--- config.mk ---
export PLATFORM = sky130hd
export DESIGN_NAME = operand2_imm_encoder_flat
export DESIGN_NICKNAME = d
export VERILOG_FILES = /design/src/rtl/operand2_imm_encoder_pkg.sv /design/src/rtl/operand2_imm_encoder_if.sv /design/src/rtl/operand2_imm_encoder_imm_rot_checker.sv /design/src/rtl/operand2_imm_encoder.sv /design/src/flat_wrapper.sv
export SDC_FILE = /design/constraint.sdc
export NUM_CORES = 1
export LEC_CHECK = 0
export ABC_AREA = 1
export BUFFER_PORTS_ARGS = -buffer_cell sky130_fd_sc_hd__buf_2
export CELL_PAD_IN_SITES_DETAIL_PLACEMENT = 1
export CELL_PAD_IN_SITES_GLOBAL_PLACEMENT = 1
export CORE_MARGIN = 2
export CORE_UTILIZATION = 40
export DETAILED_ROUTE_END_ITERATION = 16
export PLACE_DENSITY_LB_ADDON = 0.1
export SLEW_MARGIN = 40
export SYNTH_ARGS = -nofsm -noshare
export SYNTH_HDL_FRONTEND = slang
export SYNTH_SLANG_ARGS = --single-unit
export TNS_END_PERCENT = 50
--- constraint.sdc ---
create_clock -name clk -period 2.95 [get_ports clk]
set_clock_uncertainty 0.05 [all_clocks]
set_input_delay 0.1475 -clock clk [delete_from_list [all_inputs] [get_ports clk]]
set_output_delay 0.1475 -clock clk [all_outputs]
set_load 0.02 [all_outputs]
--- src/rtl/operand2_imm_encoder_pkg.sv ---
// Shared types and field helpers for the operand2 immediate encoder.
// Optional build macro: NEG_SEARCH_EN (adds a second pass on ~value).
package operand2_imm_encoder_pkg;
  localparam int ROT_W       = 4;
  localparam int NUM_ROT     = 16;
  localparam int IMM8_W      = 8;
  localparam int IMM12_W     = 12;
  localparam int IMM_ROT_LSB = 8;

  typedef enum logic [1:0] {
    ST_IDLE   = 2'd0,
    ST_SEARCH = 2'd1,
    ST_DONE   = 2'd2
  } state_t;

  typedef struct packed {
    logic               found;
    logic               inverted;
    logic [IMM12_W-1:0] imm12;
  } enc_res_t;

  function automatic logic [IMM12_W-1:0] mk_imm12(input logic [ROT_W-1:0] rot,
                                                  input logic [IMM8_W-1:0] imm8);
    return {rot, imm8};
  endfunction
endpackage

--- src/rtl/operand2_imm_encoder_if.sv ---
// Request/response handshake bundle for operand2_imm_encoder.
interface operand2_imm_encoder_if;
  logic        in_valid;
  logic        in_ready;
  logic [31:0] in_value;
  logic        out_valid;
  logic        out_ready;
  logic        out_found;
  logic [11:0] out_imm12;
  logic        out_inverted;
  logic        out_c_from_rot;

  modport master (
    output in_valid, in_value, out_ready,
    input  in_ready, out_valid, out_found, out_imm12, out_inverted, out_c_from_rot
  );

  modport slave (
    input  in_valid, in_value, out_ready,
    output in_ready, out_valid, out_found, out_imm12, out_inverted, out_c_from_rot
  );
endinterface

--- src/rtl/operand2_imm_encoder_imm_rot_checker.sv ---
// One-rotation check: does ROL(value, 2*rot) fit in the low 8 bits?
module imm_rot_checker
  import operand2_imm_encoder_pkg::*;
(
  input  logic [31:0]       i_value,
  input  logic [ROT_W-1:0]  i_rot,
  output logic              o_match,
  output logic [IMM8_W-1:0] o_imm8
);
  logic [5:0]  w_sh;
  logic [31:0] w_rol;

  // A shift by 32 yields zero, so rot==0 needs no special case.
  assign w_sh    = {1'b0, i_rot, 1'b0};
  assign w_rol   = (i_value << w_sh) | (i_value >> (6'd32 - w_sh));
  assign o_match = (w_rol[31:IMM8_W] == '0);
  assign o_imm8  = w_rol[IMM8_W-1:0];
endmodule

--- src/rtl/operand2_imm_encoder.sv ---
// Iterative search for an ARM {rot4, imm8} encoding of a 32-bit constant.
// Optional build macro: NEG_SEARCH_EN (second pass on ~value, MVN form).
module operand2_imm_encoder
  import operand2_imm_encoder_pkg::*;
#(
  parameter int LANES = 1
) (
  input logic                    clk,
  input logic                    rst,
  operand2_imm_encoder_if.slave  bus
);
  state_t               r_state, w_next;
  logic [31:0]          r_operand;
  logic [ROT_W-1:0]     r_rot;
  enc_res_t             r_res;

  // One-deep stage holding the previous group's outcome; the FSM decides on it.
  logic                 r_stg_vld;
  logic                 r_stg_hit;
  logic                 r_stg_last;
  logic                 r_stg_inv;
  logic [IMM12_W-1:0]   r_stg_imm12;

  logic [LANES-1:0]              w_lane_match;
  logic [LANES-1:0][IMM8_W-1:0]  w_lane_imm8;
  logic [LANES-1:0][ROT_W-1:0]   w_lane_rot;
  logic                          w_hit;
  logic [IMM12_W-1:0]            w_hit_imm12;
  logic                          w_group_last;
  logic                          w_pass_last;
  logic                          w_cur_inv;
  logic                          w_decide;

  genvar g;
  generate
    for (g = 0; g < LANES; g++) begin : g_lane
      assign w_lane_rot[g] = r_rot + ROT_W'(g);
      imm_rot_checker u_chk (
        .i_value (r_operand),
        .i_rot   (w_lane_rot[g]),
        .o_match (w_lane_match[g]),
        .o_imm8  (w_lane_imm8[g])
      );
    end
  endgenerate

  // Walk high to low so the lowest matching rotation is the last writer.
  always_comb begin
    w_hit       = 1'b0;
    w_hit_imm12 = '0;
    for (int i = LANES - 1; i >= 0; i--) begin
      if (w_lane_match[i]) begin
        w_hit       = 1'b1;
        w_hit_imm12 = mk_imm12(w_lane_rot[i], w_lane_imm8[i]);
      end
    end
  end

  assign w_group_last = (r_rot == ROT_W'(NUM_ROT - LANES));
  assign w_decide     = r_stg_vld && (r_stg_hit || r_stg_last);

`ifdef NEG_SEARCH_EN
  logic r_pass;
  assign w_pass_last = r_pass;
  assign w_cur_inv   = r_pass;
`else
  assign w_pass_last = 1'b1;
  assign w_cur_inv   = 1'b0;
`endif

  always_ff @(posedge clk) begin
    if (rst) r_state <= ST_IDLE;
    else     r_state <= w_next;
  end

  always_comb begin
    w_next = r_state;
    case (r_state)
      ST_IDLE:   if (bus.in_valid) w_next = ST_SEARCH;
      ST_SEARCH: if (w_decide)     w_next = ST_DONE;
      ST_DONE:   if (bus.out_ready) w_next = ST_IDLE;
      default:   w_next = ST_IDLE;
    endcase
  end

  always_comb begin
    bus.in_ready       = (r_state == ST_IDLE);
    bus.out_valid      = (r_state == ST_DONE);
    bus.out_found      = r_res.found;
    bus.out_imm12      = r_res.imm12;
    bus.out_inverted   = r_res.inverted;
    bus.out_c_from_rot = r_res.found && (r_res.imm12[IMM12_W-1:IMM_ROT_LSB] != '0);
  end

  always_ff @(posedge clk) begin
    if (rst) begin
      r_operand   <= '0;
      r_rot       <= '0;
      r_res       <= '0;
      r_stg_vld   <= 1'b0;
      r_stg_hit   <= 1'b0;
      r_stg_last  <= 1'b0;
      r_stg_inv   <= 1'b0;
      r_stg_imm12 <= '0;
`ifdef NEG_SEARCH_EN
      r_pass      <= 1'b0;
`endif
    end else begin
      case (r_state)
        ST_IDLE: begin
          if (bus.in_valid) begin
            r_operand <= bus.in_value;
            r_rot     <= '0;
            r_stg_vld <= 1'b0;
`ifdef NEG_SEARCH_EN
            r_pass    <= 1'b0;
`endif
          end
        end
        ST_SEARCH: begin
          r_stg_vld   <= 1'b1;
          r_stg_hit   <= w_hit;
          r_stg_imm12 <= w_hit_imm12;
          r_stg_last  <= w_group_last && w_pass_last;
          r_stg_inv   <= w_cur_inv;
          r_rot       <= r_rot + ROT_W'(LANES);
`ifdef NEG_SEARCH_EN
          // Flip to ~value without a bubble; a late pass-0 hit still wins in the stage.
          if (w_group_last && !r_pass) begin
            r_pass    <= 1'b1;
            r_operand <= ~r_operand;
          end
`endif
          if (w_decide) begin
            r_res.found    <= r_stg_hit;
            r_res.inverted <= r_stg_hit && r_stg_inv;
            r_res.imm12    <= r_stg_hit ? r_stg_imm12 : '0;
          end
        end
        default: ;
      endcase
    end
  end
endmodule
--- src/flat_wrapper.sv ---
// flat-port wrapper written by rule: the top's interface ports become plain ports
module operand2_imm_encoder_flat import operand2_imm_encoder_pkg::*;
#(
  parameter int LANES = 1
)
  (clk, rst, bus_in_valid, bus_in_value, bus_out_ready, bus_in_ready, bus_out_valid, bus_out_found, bus_out_imm12, bus_out_inverted, bus_out_c_from_rot);
  operand2_imm_encoder_if bus_i ();
  input logic clk;
  input logic rst;
  input wire logic [$bits(bus_i.in_valid)-1:0] bus_in_valid;
  input wire logic [$bits(bus_i.in_value)-1:0] bus_in_value;
  input wire logic [$bits(bus_i.out_ready)-1:0] bus_out_ready;
  output wire logic [$bits(bus_i.in_ready)-1:0] bus_in_ready;
  output wire logic [$bits(bus_i.out_valid)-1:0] bus_out_valid;
  output wire logic [$bits(bus_i.out_found)-1:0] bus_out_found;
  output wire logic [$bits(bus_i.out_imm12)-1:0] bus_out_imm12;
  output wire logic [$bits(bus_i.out_inverted)-1:0] bus_out_inverted;
  output wire logic [$bits(bus_i.out_c_from_rot)-1:0] bus_out_c_from_rot;
  assign bus_i.in_valid = bus_in_valid;
  assign bus_i.in_value = bus_in_value;
  assign bus_i.out_ready = bus_out_ready;
  assign bus_in_ready = bus_i.in_ready;
  assign bus_out_valid = bus_i.out_valid;
  assign bus_out_found = bus_i.out_found;
  assign bus_out_imm12 = bus_i.out_imm12;
  assign bus_out_inverted = bus_i.out_inverted;
  assign bus_out_c_from_rot = bus_i.out_c_from_rot;
  operand2_imm_encoder #(.LANES(LANES)) u_core (.clk(clk), .rst(rst), .bus(bus_i));
endmodule
[Yosys cells after proc, flatten, opt, wreduce, memory -nomap -nowiden]
Cells that the tools add are included.
Operators by class
  equal/unequal tests: 6
  add/subtract/negate cells: 2
  reduce and logical (&&, ||, !) cells: 11
  bitwise operators: 1
  shift operators: 2
  muxes and demuxes: 11
Operator list (count)
  OR 32 bit: 1
  << shifter 32 x 5 -> 32 bit: 1
  right shift 32 x 6 -> 32 bit: 1
  zero test 24 bit: 1
  two-way mux 12 bit: 2
  one-hot mux 4 bit (2 select lines): 1
  two-way mux 2 bit: 3
  one-hot mux 2 bit (3 select lines): 1
  AND reduction 2 bit: 3
  subtractor 6 x 5 -> 6 bit, first input constant: 1
  adder 4 x 1 -> 4 bit, second input constant: 1
  equality test 4 bit, second input constant: 1
  two-way mux 4 bit: 1
  != test 2 bit, second input constant: 2
  nonzero test 4 bit: 1
  AND reduction 3 bit: 1
  equality test 2 x 1 -> 1 bit, second input constant: 1
  equality test 2 bit, second input constant: 1
  logical AND 1 bit: 2
  zero test 2 bit: 1
  two-way mux 1 bit: 2
  != test 2 x 1 -> 1 bit, second input constant: 1
  one-hot mux 1 bit (2 select lines): 1
  nonzero test 2 bit: 1
  logical OR 1 bit: 1
Word-level totals
  output and inout bits: 17
  logic and storage cells: 42
  bits of input ports: 36
  bits in registers: 66

[Longest topological paths before layout]
  depth after elaboration: 5
  mapped depth: 18
  mapped depth without buffers: 15

[Modules after synthesis]
A second synthesis with hierarchy kept.
Unflattened totals
  cells, all modules: 769
  area total of the unflattened synthesis: 4638.2 µm²
By module, submodules not included
  operand2_imm_encoder: times used 1, cells an instance 337, area an instance 2558.7 µm², sequential area each 1321.3 µm²
  imm_rot_checker: times used 1, cells an instance 432, area an instance 2079.5 µm², sequential area each 0.0 µm²

[Worst setup path after synthesis]
Ideal clock, no wire load.
  kind: register -> register
  from: register u_core.r_rot[1]
  to: register u_core.r_stg_imm12[10]
  library setup time: 70 ps
  period minus slack after synthesis: 2490 ps
  stages on the path, launching flop included: 19
  path buffers: 3
  data required time: 2830 ps
  arrival: 2369 ps
  setup slack: 460 ps
  path through: dfxtp_1 -> inv_2 -> clkbuf_1 -> ha_1 -> inv_1 -> clkbuf_1 -> nand3_1 -> nand2_1 -> nand2_1 -> nand2_1 -> nand2_1 -> nor2_1 -> nand3_1 -> nand2_1 -> nand2_1 -> inv_1 -> buf_4 -> nand3_1 -> a21oi_1
Between the ends
  word-level cells in the longest chain between the ends: 5
  elaborated cells between the ends (all ways): 6
  classes of those cells: add/sub (1); shift (2); mux (1); bitwise (1); reduce/logical (1)
RTL lines
  start: declaration: RTL line operand2_imm_encoder.sv:14  | logic [ROT_W-1:0] r_rot;
  start signal: assignment: RTL line operand2_imm_encoder.sv:126  | r_rot <= r_rot + ROT_W'(LANES);
  subtractor 6 x 5 -> 6 bit: RTL line operand2_imm_encoder_imm_rot_checker.sv:15  | assign w_rol = (i_value << w_sh) | (i_value >> (6'd32 - w_sh));
  right shift 32 x 6 -> 32 bit: RTL line operand2_imm_encoder_imm_rot_checker.sv:15
  OR 32 bit *: RTL line operand2_imm_encoder_imm_rot_checker.sv:15
  zero test 24 bit *: RTL line operand2_imm_encoder_imm_rot_checker.sv:16  | assign o_match = (w_rol[31:IMM8_W] == '0);
  two-way mux 12 bit *: RTL line operand2_imm_encoder.sv:52  | if (w_lane_match[i]) begin
  end signal: assignment: RTL line operand2_imm_encoder.sv:123  | r_stg_imm12 <= w_hit_imm12;
  end: declaration: RTL line operand2_imm_encoder.sv:22  | logic [IMM12_W-1:0] r_stg_imm12;
Mark *: on every way between the ends. The rest lies on a longest branch, timed or not.
A chain may end at the register's enable or synchronous reset.

[Final worst setup path]
  from: register u_core.r_rot[0]
  to: register u_core.r_stg_imm12[1]
Between the ends
  word-level cells in the longest chain between the ends: 5
  elaborated cells between the ends (all ways): 6
  classes of those cells: add/sub (1); shift (2); mux (1); bitwise (1); reduce/logical (1)
RTL lines (RTL line)
  subtractor 6 x 5 -> 6 bit: operand2_imm_encoder_imm_rot_checker.sv:15
  right shift 32 x 6 -> 32 bit: operand2_imm_encoder_imm_rot_checker.sv:15
  OR 32 bit *: operand2_imm_encoder_imm_rot_checker.sv:15
  zero test 24 bit: operand2_imm_encoder_imm_rot_checker.sv:16
  two-way mux 12 bit *: operand2_imm_encoder.sv:52
Marked as above.

==> metrics.txt <==
# DRC 0; Mapped Cells 716; Die X 106.2 microns; WP data required 3.18 ns; area leader, netlist dfxtp_1; PwrDens 511.2 nW/um^2; final setup vio count 0; unrepaired setup endpoints after global routing false; Routed Antenna Nets 0; total CTS buffers 9; Period minus WS final 2.646 ns; area grow syn2layout 18.64%; Post-synth EDFFs 0; count of final hold-check violations 0; htree depth 3; drt total wl 14.20 mm; FF-to-FF End u_core.r_stg_imm12[1]; GRT Util Overall 26.33%; Worst-Skew Late Latency 0.37 ns; Setup crit end kind flip-flop; Setup Fix Bufs, Post-CTS 0; fraction of layout cells with a size suffix above 1 11.15%; MaxCap Viol Count 0; Reg clk slew, reported paths 0.07 ns; library cells used by synthesis 28; slowest CP cell dfxtp_1; full die area 11290 sq um; via/cell ratio 5.424; syn nets 754; R2R Path Start u_core.r_rot[0]; dominant synthesized flop cell dfxtp_1; period utilization 89.70%; first-pass GRT wire length 23.87 mm; Starting Density 40.87%; crit-path cells inv_2 > ha_1 > buf_4 > nand3_1 > nand2_1 > nand2_1 > o21ai_0 > nand2_1 > nor2_1 > nand3_1 > nand2_1 > nand2_1 > inv_1 > nand3_1 > a21oi_1; Top Family by Delay on Critical Path simple AND/OR/NAND/NOR gates; Cells after DPL 876; Worst path most repeated cell nand2_1; most common cell after layout, fill and taps aside nand2_1; total number of vias 4968; n_diodes 0; Area after DPL 4526 sq um; syn_area_per_cell 5.840 sq um; worst hold stages 3; drt pass-1 iters 5; RePlAce Congestion 0.9044; number of synthesized register bits 66; flop2flop setup slack 0.30 ns; Leak Pwr 2.335 nW; Post-Layout Inst Area 4961 sq um; dpl hpwl 10.40 mm; Fillers 1443; Setup WS post-layout 0.3037 ns; worst slack, placed 0.2066 ns; Die H 106.2 microns; most frequent cells in the layout nand2_1 (246), nor2_1 (106), nand3_1 (104); DRT iter0 DRCs 279; largest net degree at the start of global routing 41; row count 37; synthesized area 4182 sq um; sequential cell area fraction in the yosys report 31.60%; per-cell routed wire length 15.50 microns; CTS tree yes; TNS Setup 0 ns; CP max FO 31; share of the synthesized area in the top cell type 31.60%; hold slack final 0.01284 ns; clk sink count 66; grt ovf 0; top cells by area, synth dfxtp_1 (32%), nand2_1 (22%), nand3_1 (12%); Worst Hold Class in -> reg; async set or reset register ratio after synthesis 0%; peak supply drop 0.2142 mV; startpoint types flip-flop; critical path class reg -> reg; Worst EP arrival 2.88 ns; Ys Warns 0; max-slew violation count 0; Hold Path End u_core.r_operand[14]; Core Area 10230 sq um; io pins 53; HP Start bus_in_value[14]; outcome complete, no violations; CTS root buffer clkbuf_8; fin nets 813; FF-to-FF path depth 15; Least-Margin Pin Slew 0.5433 ns; FMAX 377.9 MHz; CP Buf/Inv Count 3; PortBufs 51; final std cells w/o fill 916; number of global-route vias before repair 4897; max incr delay on CP 0.34 ns; clk buf depth 2; initial antenna violation count 0; slew margin rel. 63.78%
## kinds of logic after synthesis
| logic type | Yosys count | synth area share (%) |
|---|---|---|
| and+or+nand+nor | 467 | 46.14 |
| AOI/OAI and AO/OA | 113 | 14.75 |
| buffers and inverters | 66 | 6.613 |
| DFF | 66 | 31.60 |
| adders and majority gates | 2 | 0.5983 |
| xor gates and xnor gates | 1 | 0.2095 |
| other | 1 | 0.08968 |
## sequential cells by signal, indices dropped and copies added (netlist names), 2 cells and up
| register | cells |
|---|---|
| u_core.r_state | 2 |
| u_core.bus.out_imm12 | 12 |
| u_core.r_rot | 4 |
| u_core.r_stg_imm12 | 12 |
| u_core.r_operand | 32 |
## through the flow
| step | power (mW) | utilization, % |
|---|---|---|
| 5_1_grt | 2.704 | 48.49 |
| 6_report | 2.536 | 48.49 |
| 2_1_floorplan | 1.553 | - |
| 4_1_cts | 2.548 | 48.45 |
| 3_3_place_gp | 1.747 | 44.23 |
| 3_5_place_dp | 1.765 | 44.23 |
## what timing repair did
| action | CTS | global route |
|---|---|---|
| setup endpoints to repair | 0 | 13 |
| hold buffers | 24 | 0 |
| endpoints found under the hold margin | 24 | 0 |
| resized for setup | 0 | 1 |
## worst min-delay path, delay by kind of cell
family	cells	cell delay [ns]
AO/OA/AOI/OAI	1	0.07
buffers and inverters	1	0.07
AND/OR/NAND/NOR	1	0.09
## layer usage
metal	vias up	wire, microns	track usage [%]	part of all wire [%]
li1	2467	-	-	-
met1	2341	6468	34.17	46
met2	134	6777	44.05	48
met3	26	558	3.188	3.9
met4	0	397	11.18	2.8
met5	-	0	0	0
## how the worst max path moves through the flow
stage               depth (start not counted)                endpoint             from  slack (ns)
floorplan                                  18  u_core.r_stg_imm12[10]  u_core.r_rot[1]        0.46
global placement                           14   u_core.r_stg_imm12[1]  u_core.r_rot[0]        0.33
detailed placement                         14   u_core.r_stg_imm12[7]  u_core.r_rot[0]        0.21
CTS                                        14   u_core.r_stg_imm12[7]  u_core.r_rot[0]        0.19
global route                               14   u_core.r_stg_imm12[5]  u_core.r_rot[0]        0.03
finish                                     15   u_core.r_stg_imm12[1]  u_core.r_rot[0]        0.30
## where the power goes
part | internal [mW] | switching, mW | total (mW) | leakage [nW]
registers | 0.935 | 0.0373 | 0.972 | 0.540
logic | 0.269 | 0.538 | 0.808 | 1.71
clock network | 0.374 | 0.382 | 0.756 | 0.0879
## Yosys cell counts, types with 2 or more instances
cell,instances
nand2_1,246
nor2_1,106
nand3_1,104
dfxtp_1,66
o21ai_0,48
a21oi_1,45
clkbuf_1,25
inv_1,24
o211ai_1,12
buf_2,11
buf_4,4
nand3b_1,4
o31ai_1,3
and2_1,2
ha_1,2
inv_2,2
## area by class of cell
cell class | instances | area [sq um] | area share (%)
repair buffers | 88 | 593.1 | 11.95
inverters | 26 | 101.3 | 2.043
clock inverters | 3 | 22.52 | 0.4540
well taps | 136 | 170.2 | 3.430
clock buffers | 13 | 168.9 | 3.405
flip-flops and latches | 66 | 1321 | 26.63
multi-input cells | 584 | 2584 | 52.08
Power figures use the tool's default switching activity.
